`src/rtl/stack_sequencer.sv`:
```
// Command-level controller for one operand stack: expands WebAssembly-style stack
// commands into single-cycle PUSH/POP/REPLACE micro-ops and rejects illegal ones early.
module stack_sequencer #(
  parameter int WIDTH     = 8,
  parameter int MAX_DEPTH = 3,
  parameter int DW        = 2
) (
  input  logic             clk,
  input  logic             reset,
  input  logic             cmd_valid,
  output logic             cmd_ready,
  input  logic [2:0]       cmd_op,
  input  logic [WIDTH-1:0] cmd_data,
  output logic             rsp_valid,
  output logic [1:0]       rsp_error,
  output logic [WIDTH-1:0] rsp_data,
  output logic [DW-1:0]    depth,
  output logic [1:0]       stack_op,
  output logic [WIDTH-1:0] stack_data,
  input  logic [WIDTH-1:0] stack_tos,
  input  logic [1:0]       stack_status
);

  localparam logic [2:0] OP_NOP  = 3'd0;
  localparam logic [2:0] OP_PUSH = 3'd1;
  localparam logic [2:0] OP_DROP = 3'd2;
  localparam logic [2:0] OP_DUP  = 3'd3;
  localparam logic [2:0] OP_SWAP = 3'd4;
  localparam logic [2:0] OP_ADD  = 3'd5;
  localparam logic [2:0] OP_SUB  = 3'd6;
  localparam logic [2:0] OP_EQZ  = 3'd7;

  // Micro-op and status encodings of the attached stack (stack.vh)
  localparam logic [1:0] SOP_NONE      = 2'd0;
  localparam logic [1:0] SOP_PUSH      = 2'd1;
  localparam logic [1:0] SOP_POP       = 2'd2;
  localparam logic [1:0] SOP_REPLACE   = 2'd3;
  localparam logic [1:0] STS_UNDERFLOW = 2'd2;
  localparam logic [1:0] STS_OVERFLOW  = 2'd3;

  localparam logic [1:0] ERR_OK    = 2'd0;
  localparam logic [1:0] ERR_UNDER = 2'd1;
  localparam logic [1:0] ERR_OVER  = 2'd2;
  localparam logic [1:0] ERR_FAULT = 2'd3;

  localparam logic [DW-1:0] DEPTH_MAX = DW'(MAX_DEPTH);
  localparam logic [DW-1:0] DEPTH_ONE = DW'(1);

  typedef enum logic [2:0] {
    S_IDLE,
    S_EX1,
    S_EX2,
    S_EX3,
    S_RESP
  } state_e;

  state_e           state_q, state_d;
  logic [2:0]       op_q;
  logic [WIDTH-1:0] data_q;
  logic [WIDTH-1:0] t0_q;
  logic [WIDTH-1:0] t1_q;
  logic [DW-1:0]    depth_q;
  logic [1:0]       err_q;
  logic             fault_q;

  logic [1:0]       precheckErr;
  logic [DW-1:0]    depthDelta;
  logic             faultNow;
  logic             accept;

  assign accept   = cmd_valid && (state_q == S_IDLE);
  assign faultNow = (stack_status == STS_UNDERFLOW) || (stack_status == STS_OVERFLOW);
  assign depth    = depth_q;

  always_comb begin
    precheckErr = ERR_OK;
    case (cmd_op)
      OP_PUSH: if (depth_q == DEPTH_MAX) precheckErr = ERR_OVER;
      OP_DUP: begin
        if (depth_q == '0)             precheckErr = ERR_UNDER;
        else if (depth_q == DEPTH_MAX) precheckErr = ERR_OVER;
      end
      OP_DROP, OP_EQZ:        if (depth_q == '0)        precheckErr = ERR_UNDER;
      OP_SWAP, OP_ADD, OP_SUB: if (depth_q <= DEPTH_ONE) precheckErr = ERR_UNDER;
      default: precheckErr = ERR_OK;
    endcase
  end

  always_comb begin
    depthDelta = '0;
    case (op_q)
      OP_PUSH, OP_DUP:         depthDelta = DEPTH_ONE;
      OP_DROP, OP_ADD, OP_SUB: depthDelta = '1;
      default:                 depthDelta = '0;
    endcase
  end

  always_ff @(posedge clk) begin
    if (reset) state_q <= S_IDLE;
    else       state_q <= state_d;
  end

  always_comb begin
    state_d = state_q;
    case (state_q)
      S_IDLE: begin
        if (cmd_valid) begin
          if (precheckErr != ERR_OK || cmd_op == OP_NOP) state_d = S_RESP;
          else                                           state_d = S_EX1;
        end
      end
      S_EX1:   state_d = (op_q inside {OP_ADD, OP_SUB, OP_SWAP}) ? S_EX2 : S_RESP;
      S_EX2:   state_d = (op_q == OP_SWAP) ? S_EX3 : S_RESP;
      S_EX3:   state_d = S_RESP;
      S_RESP:  state_d = S_IDLE;
      default: state_d = S_IDLE;
    endcase
  end

  // Faults seen in EX1 belong to an earlier command, so only later states are sampled
  always_ff @(posedge clk) begin
    if (reset) begin
      op_q    <= OP_NOP;
      data_q  <= '0;
      t0_q    <= '0;
      t1_q    <= '0;
      depth_q <= '0;
      err_q   <= ERR_OK;
      fault_q <= 1'b0;
    end else begin
      case (state_q)
        S_IDLE: begin
          if (accept) begin
            op_q    <= cmd_op;
            data_q  <= cmd_data;
            err_q   <= precheckErr;
            fault_q <= 1'b0;
          end
        end
        S_EX1: t0_q <= stack_tos;
        S_EX2: begin
          t1_q <= stack_tos;
          if (faultNow) fault_q <= 1'b1;
        end
        S_EX3: if (faultNow) fault_q <= 1'b1;
        S_RESP: if (err_q == ERR_OK) depth_q <= depth_q + depthDelta;
        default: ;
      endcase
    end
  end

  always_comb begin
    cmd_ready  = (state_q == S_IDLE);
    rsp_valid  = (state_q == S_RESP) && !reset;
    rsp_error  = ERR_OK;
    rsp_data   = '0;
    stack_op   = SOP_NONE;
    stack_data = '0;
    case (state_q)
      S_EX1: begin
        case (op_q)
          OP_PUSH: begin
            stack_op   = SOP_PUSH;
            stack_data = data_q;
          end
          OP_DUP: begin
            stack_op   = SOP_PUSH;
            stack_data = stack_tos;
          end
          OP_EQZ: begin
            stack_op   = SOP_REPLACE;
            stack_data = {{(WIDTH-1){1'b0}}, (stack_tos == '0)};
          end
          OP_DROP, OP_ADD, OP_SUB, OP_SWAP: stack_op = SOP_POP;
          default: stack_op = SOP_NONE;
        endcase
      end
      S_EX2: begin
        stack_op = SOP_REPLACE;
        case (op_q)
          OP_ADD:  stack_data = stack_tos + t0_q;
          OP_SUB:  stack_data = stack_tos - t0_q;
          default: stack_data = t0_q;
        endcase
      end
      S_EX3: begin
        stack_op   = SOP_PUSH;
        stack_data = t1_q;
      end
      S_RESP: begin
        rsp_error = (fault_q || faultNow) ? ERR_FAULT : err_q;
        rsp_data  = stack_tos;
      end
      default: ;
    endcase
    // The stack shares this reset, so nothing may be issued to it while reset is high
    if (reset) begin
      stack_op   = SOP_NONE;
      stack_data = '0;
    end
  end

endmodule

```
`config.mk`:
```
export PLATFORM = sky130hd
export DESIGN_NAME = stack_sequencer
export DESIGN_NICKNAME = d
export VERILOG_FILES = /design/src/rtl/stack_sequencer.sv
export SDC_FILE = /design/constraint.sdc
export NUM_CORES = 1
export LEC_CHECK = 0
export CORE_UTILIZATION = 56
export DETAILED_ROUTE_END_ITERATION = 16
export PLACE_DENSITY = 0.86
export SYNTH_ARGS = -nofsm -noshare
export SYNTH_HDL_FRONTEND = slang
export SYNTH_SLANG_ARGS = --single-unit
```
`constraint.sdc`:
```
create_clock -name clk -period 8.2 [get_ports clk]
set_input_delay 1.64 -clock clk [delete_from_list [all_inputs] [get_ports clk]]
set_output_delay 1.64 -clock clk [all_outputs]
set_load 0.01 [all_outputs]
```
==> results by group <==
Cells and area
  • Layout cells sized above 1: 0.0627
  • Antenna Cells: 0
  • Final core utilization: 0.714
  • Most frequent cells in the layout: nand2_1, clkdlybuf4s50_1, a21oi_1, dfxtp_1, nor2_1
  • Final Net Count: 385
  • Commonest non-fill, non-tap cell in the layout: nand2_1
  • Post-layout instance area: about 2900 sq um
  • Area growth from synthesis to layout: 22.0%

STA
  • Final Skew: between 0.003 and 0.004 ns
  • Slew Viols, Final: 0
  • Total negative setup slack: 0 ns
  • Final period demand of the worst path: approximately 5.9 ns
  • Fin. Hold Viols: 0
  • RSZ-0062 raised after global routing: no
  • Final worst slack: approximately 2.3 ns
  • Slew headroom: 0.493
  • Fin crit share: 0.718
  • Achievable Freq: between 0.15 and 0.2 GHz
  • Final Setup Violations: 0
  • Worst Tran Pin Value: 0.759 ns

Yosys
  • Yosys top cell area share: 0.299
  • Async S/R FF share, synth: 0
  • Main synth FF type: dfxtp_1
  • YS warnings: 0
  • Register area share after synthesis: 0.299
  • Avg Inst Size Synth: 7.39 sq um
  • #FFs+latches synth: 35
  • EDFF count, synth: 0
  • Syn Inst Count: 317
  • Netlist Area Pre-Place: 2340 sq um
  • Area contributors post-synth: dfxtp_1, nand2_1, a21oi_1, ha_1, nor2_1
  • Yosys top cell by area: dfxtp_1
  • Mapped Nets: around 350
  • Cell variety after synth: 47

Run status
  • Status: complete, no violations

Setup path
  • Crit path arrival time: 4.25 ns
  • CP Data Required Time: 6.56 ns
  • CP max FO: 4
  • Worst setup SP type: input port
  • Crit path kind: input port to primary output
  • Crit. End Element: primary output

Clocking
  • H-tree levels: 2
  • Reg clk slew, reported paths: 0.07 ns
  • CTS max path bufs: 2
  • Total CTS buffers: 5
  • CTS Root Cell: clkbuf_8
  • Worst skew pair latency: 0.28 ns
  • CTS Sinks: 35
  • TritonCTS clock tree: built
  • Hold-fix buffers, CTS: 0
  • Setup Buffers After CTS: 0
  • Post-CTS sizing: 0

Worst hold path
  • Hold crit path type: flop to flop

Drt
  • Iteration-0 DRC Markers: 200
  • Final WL: between 5000 and 6000 um
  • Vias: 2,336
  • Routed len/inst: roughly 14 um
  • Via/cell ratio: 5.83
  • Number of remaining DRC errors: 0
  • Final ANT Viol Nets: 0
  • DR pass1 iterations: 5

Place
  • Gpl congestion: a little under 1
  • Place WS: 2.32 ns
  • Hpwl dp: approximately 4200 um
  • Area after DPL: around 2800 sq um
  • Count of input and output buffers: 46

Die
  • Die H: 66.7 um
  • Die area: 4440 sq um
  • FP Rows: 23
  • Initial Util: 0.586
  • Core box area: 4000 sq um
  • Die width: 66.7 um
  • I/O pin cnt: between 40 and 50

Pwr
  • Static leakage: 1.05 nW
  • PwrDens: 144 nW/um^2
  • VDD IR max: between 100 and 150 uV
  • Tot Pwr: just over 0.4 mW

Global route
  • Initial antenna violation count: 0
  • Largest net degree at the start of global routing: 43
  • Vias in the first global route: 2,150
  • GRT Overall Usage: 0.288
  • Global route overflow: 0
  • First-pass GRT wire length: around 9700 um

Flow run
  • Maxcap violations: 0
## cell type report
cell class / instances / area (sq um)
Sequential cell: 35 / 701
Timing Repair Buffer: 47 / 468
Inverter: 5 / 18.8
Multi-Input combinational cell: 257 / 1520
Clock inverter: 1 / 5.00
Fill cell: 330 / 1140
Clock buffer: 6 / 82.6
Tap cell: 50 / 62.6
## critical path, stage by stage
cell             delay, ns
clkdlybuf4s50_1       0.56
inv_1                 0.11
ha_1                  0.23
fa_1                  0.41
nor2b_1               0.12
o21ai_0               0.09
nand2b_1              0.12
xor2_1                0.10
a221oi_1              0.36
nor2_2                0.05
clkdlybuf4s50_1       0.48
## path summary, 6_finish.rpt
| path | startpoint | endpoint | slack [ns] | cells past startpoint |
|---|---|---|---|---|
| hold reg to reg | t1_q[3]$_SDFFE_PP0P_ | t1_q[3]$_SDFFE_PP0P_ | 0.46 | 2 |
| hold / removal | t1_q[3]$_SDFFE_PP0P_ | t1_q[3]$_SDFFE_PP0P_ | 0.46 | 2 |
| setup / recovery | stack_tos[0] | stack_data[4] | 2.31 | 11 |
| setup reg to reg | op_q[1]$_SDFFE_PP0P_ | depth[1]$_SDFFE_PP0P_ | 6.31 | 7 |
## logic make-up after synthesis
group | after synthesis | synth area share
adders and majority gates | 10 | 0.0566
buffers and inverters | 25 | 0.0523
and+or+nand+nor | 145 | 0.293
AOI/OAI and AO/OA | 77 | 0.196
muxes | 9 | 0.0427
DFF | 35 | 0.299
xor gates and xnor gates | 16 | 0.0598
## per-layer routing
metal,wire (um),up-vias,GRT usage
met1,2490,1063,0.380
li1,-,1162,-
met5,0,-,0
met2,2760,97,0.457
met4,119,0,0.104
met3,440,14,0.0634
## registers in the layout, indices dropped and copies added, names as in the netlist
signal   cells
data_q       8
t0_q         8
t1_q         8
op_q         3
state_q      3
depth        2
err_q        2
fault_q      1
## Yosys cell counts, types with 2 or more instances
| master | instances |
|---|---|
| nand2b_1 | 3 |
| a22oi_1 | 3 |
| xnor2_1 | 11 |
| dfxtp_1 | 35 |
| inv_1 | 5 |
| and3_1 | 8 |
| nor3_1 | 9 |
| nand2_1 | 68 |
| o21ai_0 | 8 |
| nor2b_1 | 8 |
| ha_1 | 9 |
| a21oi_1 | 42 |
| mux2_2 | 8 |
| a31oi_1 | 4 |
| buf_6 | 2 |
| xor2_1 | 5 |
| nor4_1 | 2 |
| and2_1 | 3 |
| nor2_1 | 28 |
| or3_1 | 2 |
| a222oi_1 | 5 |
| clkbuf_1 | 11 |
| nand3_1 | 3 |
| a22o_1 | 2 |
| buf_4 | 2 |
| o22ai_1 | 3 |
| a21o_1 | 4 |
| buf_2 | 5 |
## through the flow
| step | std cells | hold slack, ns |
|---|---|---|
| 2_1_floorplan | 317 | 0.434 |
| 3_3_place_gp | 394 | 0.442 |
| 3_5_place_dp | 394 | 0.449 |
| 4_1_cts | 401 | 0.459 |
| 5_1_grt | 401 | 0.482 |
| 6_report | 401 | 0.459 |
## where the power goes
group | switching [mW] | internal [mW]
logic | 0.0498 | 0.0478
registers | 0.0107 | 0.176
clock network | 0.0608 | 0.0659
total | 0.121 | 0.290
Power figures use the tool's default switching activity.
